<file path="src/rtl/stride_wr_pkg.sv">
// stride_wr_pkg: shared widths, entry layout, op codes, FSM states and prefix mask for the stride update writer
package stride_wr_pkg;
  localparam int ADDR_LEN = 12;
  localparam int NH_W = 8;
  localparam int CHILD_LSB = 0;
  localparam int NH_LSB = ADDR_LEN;
  localparam int CV_BIT = ADDR_LEN + NH_W;
  function automatic int entry_w(input int addr_len, input int nh_w);
    return addr_len + nh_w + 1;
  endfunction
  localparam int ENTRY_W = entry_w(ADDR_LEN, NH_W);
  localparam logic OP_INSERT = 1'b0;
  localparam logic OP_CHILD = 1'b1;
  typedef enum logic [1:0] {IDLE, READ, WRITE, FIN} state_t;
  function automatic logic [3:0] mask(input logic [2:0] plen);
    logic [7:0] m;
    m = 8'hF0 >> plen;
    return m[3:0];
  endfunction
endpackage

</file>
<file path="src/rtl/stride_update_writer_expand.sv">
// stride_expand: slot address and last-slot flag for controlled prefix expansion inside one 16-entry node
module stride_expand
  import stride_wr_pkg::*;
(
  input  logic [ADDR_LEN-5:0] i_node,
  input  logic                i_op,
  input  logic [3:0]          i_bits,
  input  logic [2:0]          i_plen,
  input  logic [2:0]          i_k,
  output logic [ADDR_LEN-1:0] o_addr,
  output logic                o_last
);
  logic [3:0] w_mask;
  logic [3:0] w_slot;
  logic [2:0] w_klast;
  // free low bits of the prefix enumerate the slots; child op targets exactly one slot
  always_comb begin
    w_mask = mask(i_plen);
    w_slot = i_op == OP_CHILD ? i_bits : (i_bits & w_mask) | {1'b0, i_k};
    w_klast = i_op == OP_CHILD ? 3'd0 : ~w_mask[2:0];
    o_addr = {i_node, w_slot};
    o_last = i_k == w_klast;
  end
endmodule

</file>
<file path="src/rtl/stride_update_writer.sv">
// stride_update_writer: read-modify-write route update engine for one stride trie stage RAM (optional STRIDE_WR_STATS_EN adds write/skip counters)
module stride_update_writer
  import stride_wr_pkg::*;
(
  input  logic                clk,
  input  logic                rst,
  input  logic                req_valid,
  output logic                req_ready,
  input  logic                req_op,
  input  logic [ADDR_LEN-1:0] req_base,
  input  logic [3:0]          req_bits,
  input  logic [2:0]          req_plen,
  input  logic [NH_W-1:0]     req_nexthop,
  input  logic [ADDR_LEN-1:0] req_child,
  output logic [ADDR_LEN-1:0] mem_addr,
  output logic                mem_rd_en,
  input  logic [ENTRY_W-1:0]  mem_rd_data,
  input  logic [2:0]          mem_rd_len,
  output logic                mem_wr_en,
  output logic [ENTRY_W-1:0]  mem_wr_data,
  output logic [2:0]          mem_wr_len,
  output logic                done,
  output logic                err
`ifdef STRIDE_WR_STATS_EN
  ,
  output logic [15:0]         stat_writes,
  output logic [15:0]         stat_skips
`endif
);
  state_t r_state, w_next;
  logic                r_op;
  logic [ADDR_LEN-5:0] r_node;
  logic [3:0]          r_bits;
  logic [2:0]          r_plen;
  logic [NH_W-1:0]     r_nh;
  logic [ADDR_LEN-1:0] r_child;
  logic [2:0]          r_k;
  logic                r_err;
  logic [ADDR_LEN-1:0] w_addr;
  logic                w_last;
  logic                w_bad;
  logic                w_hit;
  logic                w_unused_base_lsb;
  assign w_unused_base_lsb = ^req_base[3:0];
  assign w_bad = req_op == OP_INSERT && (req_plen == 3'd0 || req_plen > 3'd4);
  stride_expand u_expand (
    .i_node (r_node),
    .i_op   (r_op),
    .i_bits (r_bits),
    .i_plen (r_plen),
    .i_k    (r_k),
    .o_addr (w_addr),
    .o_last (w_last)
  );
  // state register
  always_ff @(posedge clk or posedge rst)
    if (rst) r_state <= IDLE;
    else r_state <= w_next;
  // request capture and slot counter
  always_ff @(posedge clk or posedge rst)
    if (rst) begin
      r_op <= 1'b0;
      r_node <= '0;
      r_bits <= '0;
      r_plen <= '0;
      r_nh <= '0;
      r_child <= '0;
      r_k <= '0;
      r_err <= 1'b0;
    end else if (r_state == IDLE && req_valid) begin
      r_op <= req_op;
      r_node <= req_base[ADDR_LEN-1:4];
      r_bits <= req_bits;
      r_plen <= req_plen;
      r_nh <= req_nexthop;
      r_child <= req_child;
      r_k <= '0;
      r_err <= w_bad;
    end else if (r_state == WRITE && !w_last) r_k <= r_k + 3'd1;
  // next state and outputs; a shorter insert never overwrites a longer stored prefix
  always_comb begin
    w_next = r_state;
    req_ready = 1'b0;
    mem_rd_en = 1'b0;
    mem_wr_en = 1'b0;
    mem_addr = '0;
    mem_wr_data = '0;
    mem_wr_len = '0;
    done = 1'b0;
    err = 1'b0;
    w_hit = 1'b0;
    unique case (r_state)
      IDLE: begin
        req_ready = 1'b1;
        w_next = !req_valid ? IDLE : w_bad ? FIN : READ;
      end
      READ: begin
        mem_rd_en = 1'b1;
        mem_addr = w_addr;
        w_next = WRITE;
      end
      WRITE: begin
        mem_addr = w_addr;
        w_hit = r_op == OP_CHILD || r_plen >= mem_rd_len;
        mem_wr_en = w_hit;
        mem_wr_data = !w_hit ? '0 : r_op == OP_CHILD ? {1'b1, mem_rd_data[NH_LSB +: NH_W], r_child}
                    : {mem_rd_data[CV_BIT], r_nh, mem_rd_data[CHILD_LSB +: ADDR_LEN]};
        mem_wr_len = !w_hit ? 3'd0 : r_op == OP_CHILD ? mem_rd_len : r_plen;
        w_next = w_last ? FIN : READ;
      end
      FIN: begin
        done = 1'b1;
        err = r_err;
        w_next = IDLE;
      end
      default: w_next = IDLE;
    endcase
  end
`ifdef STRIDE_WR_STATS_EN
  // saturating counts of performed and suppressed slot writes
  always_ff @(posedge clk or posedge rst)
    if (rst) begin
      stat_writes <= '0;
      stat_skips <= '0;
    end else begin
      if (mem_wr_en && stat_writes != 16'hFFFF) stat_writes <= stat_writes + 16'd1;
      if (r_state == WRITE && !mem_wr_en && stat_skips != 16'hFFFF) stat_skips <= stat_skips + 16'd1;
    end
`endif
endmodule

</file>
<file path="config.mk">
export PLATFORM = sky130hd
export DESIGN_NAME = stride_update_writer
export DESIGN_NICKNAME = d
export VERILOG_FILES = /design/src/rtl/stride_wr_pkg.sv /design/src/rtl/stride_update_writer_expand.sv /design/src/rtl/stride_update_writer.sv
export SDC_FILE = /design/constraint.sdc
export NUM_CORES = 1
export LEC_CHECK = 0
export ABC_AREA = 1
export CORE_MARGIN = 8
export CORE_UTILIZATION = 30
export DETAILED_ROUTE_END_ITERATION = 10
export PLACE_DENSITY = 0.61
export SYNTH_ARGS = -nofsm -noshare
export SYNTH_HDL_FRONTEND = slang
export SYNTH_SLANG_ARGS = --single-unit
</file>
<file path="constraint.sdc">
create_clock -name clk -period 4.3 [get_ports clk]
set_input_delay 0.645 -clock clk [delete_from_list [all_inputs] [get_ports clk]]
set_output_delay 0.645 -clock clk [all_outputs]
set_load 0.01 [all_outputs]
</file>
After elaboration in Yosys (flattened, before gate mapping). Index checks and enable logic that the tools add are counted.

Bits in registers: 42. Logic and storage cells: 51. Input port bits: 67.

Equal/unequal tests: 4. Shift operators: 1. Magnitude comparators: 2. $add $sub $neg: 1. Reduce and logical (&&, ||, !) cells: 10. Multiplexer cells: 20. Bitwise gates (word level): 4.

Operators with widths (number): two-way mux 21 bit (3); two-way mux 3 bit (6); two-way mux 12 bit (1); one-hot mux 2 bit (4 select lines) (1); right shift 8 x 3 -> 4 bit (first input constant) (1); two-way mux 2 bit (3); two-way mux 1 bit (5); bitwise AND 4 bit (1); equality test 2 bit (second input constant) (2); two-way mux 4 bit (1); bitwise OR 4 x 3 -> 4 bit (1); adder 3 x 1 -> 3 bit (second input constant) (1); equality test 3 bit (1); >= comparator 3 bit (1); > comparator 3 bit (second input constant) (1); logical AND 1 bit (3); logical NOT 3 bit (1); inverter 3 bit (1); equality test 2 x 1 -> 1 bit (second input constant) (1); logical NOT 2 bit (1); logical OR 1 bit (2); nonzero test 2 bit (1); OR reduction 2 bit (1); logical NOT 1 bit (1); inverter 1 bit (1).

Longest topological paths before layout. Gate-level depths: netlist (run 1).

Word-level depth: 8. Gate-level depth with buffers: 10.

Modules after synthesis. From an unflattened synthesis (run 1), not the netlist that was laid out.

Cells, all modules: 351. Area, all modules: 2563.7 um^2.

By module, submodules not included: stride_update_writer (times used 1, area each 2359.8 um^2, cells an instance 311); stride_expand (times used 1, area each 203.9 um^2, cells an instance 40).

Least setup slack after synthesis (run 1). No wires, ideal clock.

Path kind: input -> output. Start point: input mem_rd_len[2]. End point: output mem_wr_data[15]. Path buffers: 1. Cell stages on the path: 7. Data arrival time: 1673 ps. Path slack: 1982 ps. Required time: 3655 ps. Path through: inv_1 -> ha_1 -> nand2_1 -> o2111ai_2 -> nand2_2 -> buf_2 -> a21oi_1.

Longest elaborated chain between the ends: 4.

RTL lines: start: declaration (RTL line stride_update_writer.sv:18) `input logic [2:0] mem_rd_len,`; >= comparator 3 bit (RTL line stride_update_writer.sv:104) `w_hit = r_op == OP_CHILD || r_plen >= mem_rd_len;`; logical OR 1 bit (RTL line stride_update_writer.sv:104); two-way mux 21 bit (RTL line stride_update_writer.sv:106) `mem_wr_data = !w_hit ? '0 : r_op == OP_CHILD ? {1'b1, mem_rd_data[NH_LSB +: NH_W], r_child}`; two-way mux 21 bit (RTL line stride_update_writer.sv:92) `unique case (r_state)`; end: declaration (RTL line stride_update_writer.sv:20) `output logic [ENTRY_W-1:0] mem_wr_data,`.

No other way between the ends.

Final worst setup path (run 1).
Start point: input mem_rd_len[2]. End point: output mem_wr_data[4].

Same word-level chain as after synthesis.

==> summary.txt, run 1 <==
Outcome
  • Status: finished, final reports clean

CTS
  • Worst-Skew Late Latency: 0.29 ns
  • Maximum clock path buffer count: 2
  • CTS sink count: 42
  • H-tree levels: 2
  • Cts bufs inserted: 5
  • CTS-repair resized insts: 0
  • Hold Buf Count CTS: 0
  • CTS tree: built
  • # Post-CTS Setup Buffers: 0
  • CTS clock-pin slew for the worst setup and hold paths: approximately 0.07 ns
  • CTS Root Cell: clkbuf_8

Setup path
  • Setup CP Type: input port to output port
  • Crit-path cells: clkdlybuf4s50_1 > inv_1 > ha_1 > nand2_1 > o2111ai_2 > nand2_2 > a21oi_1 > clkdlybuf4s50_1
  • Worst EP arrival: about 2.9 ns
  • CP startpoint kind: input port
  • WP buf/inv: 3
  • Critical Path Most Common Cell: clkdlybuf4s50_1
  • CP Max Fanout: 25
  • Crit path max-delay family: buffers and inverters
  • Worst path required time: approximately 3.7 ns
  • CP peak stage delay: 0.57 ns
  • Critical path endpoint category: output port
  • Max stage delay cell, worst path: clkdlybuf4s50_1

Detailed routing
  • Vias per cell: 4.448
  • DR iter-0 viols: 70
  • Routed Antenna Nets: 0
  • Final wirelength: approximately 6800 microns
  • DR pass1 iterations: 4
  • DRC: 0
  • Routed vias: ~2,400
  • Routed wire per std cell: 12.71 microns

Cells and area
  • Reg area: approximately 1100 sq um
  • Area of the multi-input gates: 1119 sq um
  • Fillers: ~800
  • Fin area: approximately 3600 sq um
  • Leading cell types in the layout, fill and taps excluded: 175 x nand2_1, 103 x clkdlybuf4s50_1, 42 x dfrtp_1
  • Layout cells sized above 1: ~4.8%
  • Final Non-Filler Cells: about 540
  • Most common cell after layout, fill and taps aside: nand2_1
  • Area delta synth->final: 50.53%
  • Antenna cells: 0
  • Nets@finish: roughly 510

Pwr
  • Tot Pwr: ~2.1 mW
  • Worst-case vdd ir drop: about 190 uV
  • Leakage: 1.759 nW
  • Power density cells: ~580 nW/um^2

Timing
  • Final Max Slew Viols: 0
  • Min setup slack post-route: around 0.79 ns
  • Final Cycle Share: between 80 and 90%
  • Fmax: 285.2 MHz
  • Clock skew: 0.003198 ns
  • Hold Fails Final Rpt: 0
  • Endpoints failing setup: 0
  • Setup tns final: 0 ns
  • Final min period: ~3.5 ns
  • Worst-Margin Slew: about 0.86 ns
  • RSZ-0062 raised after global routing: false
  • Slew margin rel.: a little over two fifths

Floorplan
  • Die area: 10,990 sq um
  • Core area: between 7000 and 8000 sq um
  • Num ports: 108
  • Die height: approximately 100 microns
  • Initial Util: between 30 and 40%
  • Die Width: 104.8 microns
  • Standard-cell rows: 32

Logic synthesis
  • FF+latch count, synth: 42
  • Sequential-to-total area share from yosys stat: 44.40%
  • Synthesis Warnings: 0
  • Ys flop type: dfrtp_1
  • Mapped Nets: around 410
  • Async SR Flop Fraction: 100.0%
  • Post-synthesis cell area: ~2400 sq um
  • Post-Synthesis Cells: around 340
  • EDFF count, synth: 0
  • Syn_area_per_cell: between 7 and 8 sq um
  • Yosys cell types: 22

Global routing
  • Pin count of the biggest net entering global routing: between 40 and 50
  • Met2 GRT Util: between 20% and 30%
  • Antenna violations before repair: 0
  • GR Layer Usage met3: 4.914%
  • GRT Total Usage: between 10% and 20%
  • Met1 usage: 15.27%
  • Vias in the first global route: 2,460
  • Global-route wire length before repair: ~12,000 microns
  • Grt total ovfl: 0
  • GR peak layer: met2

Flow run
  • Max cap viols: 0

Placement
  • Post-placement cell count: around 530
  • Gp weighted congestion: roughly 0.80
  • Dpl ws: ~0.77 ns
  • Input/output buffers: between 100 and 150
  • Area of placed instances: about 3500 sq um
  • Hpwl dp: between 5000 and 6000 microns

Min path
  • Hold Crit Class: register to register
Yosys cell counts (2+ instances only):
cell type | instances | share of area [%]
nand4_1 | 3 | 0.79
clkbuf_1 | 7 | 1.1
ha_1 | 8 | 4.2
nor2_1 | 10 | 1.6
inv_1 | 25 | 4.0
nand2_1 | 175 | 28
dfrtp_1 | 42 | 44
nand3_1 | 10 | 2.1
inv_2 | 2 | 0.32
buf_2 | 7 | 1.5
a21oi_1 | 27 | 5.7
nand2_2 | 5 | 1.3
o21ai_0 | 7 | 1.5
flip-flops by register name, indices dropped and copies added (netlist names):
| name | cells |
|---|---|
| r_bits | 4 |
| r_state | 2 |
| r_nh | 8 |
| r_plen | 3 |
| r_k | 3 |
| r_op | 1 |
| r_err | 1 |
| r_node | 8 |
| r_child | 12 |
report_power, final:
part	total [mW]	internal (mW)	switching [mW]
clock	0.291	0.162	0.129
combinational	1.10	0.476	0.624
sequential	0.688	0.574	0.113
final cells by class:
cell class,count,share of cell area [%]
multi-input combinational,251,31.39
sequential,42,29.49
timing repair buffer,105,29.35
tap,102,3.581
clock buffer,8,3.090
inverter,28,3.090
worst min-delay path, delay by kind of cell (launching register included):
family        cells  cell delay (ns)
flops             1             0.35
simple gates      2             0.10
metrics by stage:
stage	hold slack, ns	util (%)
after global placement	0.4607	44.92
after floorplan	0.4487	-
after detailed placement	0.4656	44.92
after CTS	0.4872	46.35
after global routing	0.4991	46.35
final	0.4801	46.35
layer usage:
layer	wire (microns)	vias to the layer above
met3	493	6
met4	51	0
met5	0	-
met2	3239	61
li1	-	1232
met1	3026	1085
path summary, 6_finish.rpt:
path | from | end | slack [ns] | depth (start not counted)
setup reg to reg | r_state[0]$_DFF_PP0_ | r_bits[3]$_DFFE_PP0P_ | 2.06 | 5
min in group asynchronous | rst | r_child[11]$_DFFE_PP0P_ | 0.86 | 2
setup / recovery | mem_rd_len[2] | mem_wr_data[4] | 0.79 | 8
hold reg to reg | r_node[6]$_DFFE_PP0P_ | r_node[6]$_DFFE_PP0P_ | 0.48 | 2
max in group asynchronous | rst | r_nh[5]$_DFFE_PP0P_ | 2.91 | 2
hold / removal | r_node[6]$_DFFE_PP0P_ | r_node[6]$_DFFE_PP0P_ | 0.48 | 2
logic make-up after synthesis:
family          count (synthesis)  synth area share (%)
fa+ha+maj                       8                 4.228
flops                          42                 44.40
buf+inv                        44                 8.351
xor+xnor                        1                0.3700
compound gates                 38                 8.668
simple gates                  204                 33.99
(Power assumes the default switching activity.)
==> inputs of run 2 (changes only) <==
clock period = 3.6 ns   (was 4.3 ns; I/O delays follow)
==> summary.txt, run 2 (synthesis gave the netlist of run 1 again) <==
Outcome
  • Status: finished, final reports clean

Floorplan
  • Num ports: roughly 110
  • Die Width: approximately 100 microns
  • Initial Util: 30.79%
  • Standard-cell rows: 32
  • Core area: ~7700 sq um
  • Die area: 10,990 sq um
  • Die height: approximately 100 microns

Detailed routing
  • Final wirelength: 6866 microns
  • DRC: 0
  • Routed wire per std cell: approximately 13 microns
  • DR pass1 iterations: 5
  • Vias per cell: roughly 4.4
  • DR iter-0 viols: between 60 and 70
  • Routed vias: around 2,400
  • Routed Antenna Nets: 0

Placement
  • Input/output buffers: between 100 and 150
  • Gp weighted congestion: around 0.79
  • Hpwl dp: 5152 microns
  • Dpl ws: 0.2737 ns

Global routing
  • Pin count of the biggest net entering global routing: between 40 and 50
  • Global-route wire length before repair: 11,790 microns
  • Vias in the first global route: roughly 2,400
  • GRT Total Usage: between 10% and 20%
  • Antenna violations before repair: 0
  • Grt total ovfl: 0

Setup path
  • Setup CP Type: input port to output port
  • CP Max Fanout: 25
  • CP Depth: 8
  • Reg2Reg Launch Point: r_state[0]$_DFF_PP0_
  • Max stage delay cell, worst path: clkdlybuf4s50_1
  • WP buf/inv: 3
  • Critical path startpoint: mem_rd_len[2]
  • Crit-path cells: clkdlybuf4s50_1 > inv_1 > ha_1 > nand2_1 > o2111ai_2 > nand2_2 > a21oi_1 > clkdlybuf4s50_1
  • Setup crit end: mem_wr_data[13]
  • CP startpoint kind: input port
  • CP peak stage delay: slightly below 0.6 ns
  • Worst R2R End: r_plen[1]$_DFFE_PP0P_
  • Critical path endpoint category: output port
  • Worst path required time: roughly 3.1 ns
  • Depth of the most critical reg-to-reg path: 5
  • Reg-to-reg setup timing slack: roughly 1.5 ns
  • Worst EP arrival: about 2.8 ns
  • Critical Path Most Common Cell: clkdlybuf4s50_1
  • Crit path max-delay family: buffers and inverters

CTS
  • CTS clock-pin slew for the worst setup and hold paths: roughly 0.07 ns
  • Hold Buf Count CTS: 0
  • CTS-repair resized insts: 0
  • # Post-CTS Setup Buffers: 0
  • Maximum clock path buffer count: 2
  • CTS Root Cell: clkbuf_8
  • Worst-Skew Late Latency: 0.29 ns
  • CTS tree: built
  • Cts bufs inserted: 5
  • H-tree levels: 2
  • CTS sink count: between 40 and 50

Cells and area
  • Fillers: 826
  • Max reg flops: 12
  • Most common cell after layout, fill and taps aside: nand2_1
  • Nets@finish: between 500 and 600
  • Area of the multi-input gates: roughly 1100 sq um
  • Most flop-heavy register: r_child
  • Area delta synth->final: 49.74%
  • Antenna cells: 0
  • Reg area: between 1000 and 1500 sq um
  • Leading cell types in the layout, fill and taps excluded: 175 x nand2_1, 103 x clkdlybuf4s50_1, 42 x dfrtp_1
  • Largest registers: r_child (12), r_nh (8), r_node (8)
  • Layout cells sized above 1: under 10%

Timing
  • Clock skew: 0.005122 ns
  • Min setup slack post-route: roughly 0.30 ns
  • Final Max Slew Viols: 0
  • Worst-Margin Slew: around 0.88 ns
  • Setup tns final: 0 ns
  • RSZ-0062 raised after global routing: false
  • WHS: 0.4799 ns
  • Final Cycle Share: slightly above 90%
  • Slew margin rel.: ~41%
  • Final min period: around 3.3 ns
  • Endpoints failing setup: 0
  • Fmax: 303.1 MHz
  • Hold Fails Final Rpt: 0

Pwr
  • Logic gate share of total power: 53.5%
  • Power density cells: a little under 700 nW/um^2
  • Power share of the clock group: approximately an eighth
  • Cell Int Power: between 1 and 1.5 mW
  • Seq pwr share: between 30% and 40%
  • Switch share: a little over two fifths
  • Net Sw Power: a little over 1 mW
  • Worst-case vdd ir drop: between 200 and 250 uV
  • Leakage: between 1.5 and 2 nW

Flow run
  • Max cap viols: 0

Min path
  • Hold Crit Class: register to register
-- run 2: cell count changes in the layout (fill, tap and decap cells not counted), sizes merged --
cell,previous run,this run
clkbuf,8,7
clkinv,0,1
-- run 2: worst min-delay path by stage --
stage                                       start                 endpoint  slack [ns]  depth (start not counted)
after global placement      r_node[4]$_DFFE_PP0P_    r_node[4]$_DFFE_PP0P_        0.46                          2
after CTS                   r_node[4]$_DFFE_PP0P_    r_node[4]$_DFFE_PP0P_        0.49                          2
after floorplan           r_child[11]$_DFFE_PP0P_  r_child[11]$_DFFE_PP0P_        0.45                          2
after detailed placement    r_node[4]$_DFFE_PP0P_    r_node[4]$_DFFE_PP0P_        0.46                          2
after global routing        r_node[4]$_DFFE_PP0P_    r_node[4]$_DFFE_PP0P_        0.50                          2
final                       r_node[5]$_DFFE_PP0P_    r_node[5]$_DFFE_PP0P_        0.48                          2
-- run 2: power by group through the flow --
stage                     logic [mW]  registers (mW)  clock network, mW
after global routing            1.49           0.865              0.343
after CTS                       1.34           0.830              0.321
final                           1.31           0.829              0.308
after global placement          1.32           0.831                  0
after detailed placement        1.33           0.835                  0
after floorplan                0.850           0.796                  0
-- run 2: stage by stage --
step | instance area, sq um | utilization [%] | instances | power (mW)
after floorplan | 2367 | - | 337 | 1.646
after global routing | 3545 | 46.11 | 536 | 2.697
after CTS | 3545 | 46.11 | 536 | 2.489
after detailed placement | 3453 | 44.92 | 528 | 2.168
after global placement | 3453 | 44.92 | 528 | 2.147
final | 3545 | 46.11 | 536 | 2.442
-- run 2: layer usage --
layer | vias up | track usage [%] | share of wire [%]
met5 | - | 0 | 0
met4 | 0 | 2.446 | 0.48
met3 | 4 | 4.791 | 7.1
met2 | 63 | 21.09 | 48
met1 | 1084 | 15.66 | 45
li1 | 1226 | - | -
-- run 2: tightest hold or removal path, cell delays in order (launching register included) --
cell and delay [ns]:
dfrtp_1 0.34, nand2_1 0.05, nand2_1 0.05
-- run 2: layout make-up --
| type | count | share of cell area (%) |
|---|---|---|
| multi-input combinational | 251 | 31.56 |
| sequential | 42 | 29.65 |
| timing repair buffer | 105 | 29.51 |
| tap | 102 | 3.600 |
| inverter | 28 | 3.106 |
| clock buffer | 7 | 2.436 |
| clock inverter | 1 | 0.1412 |
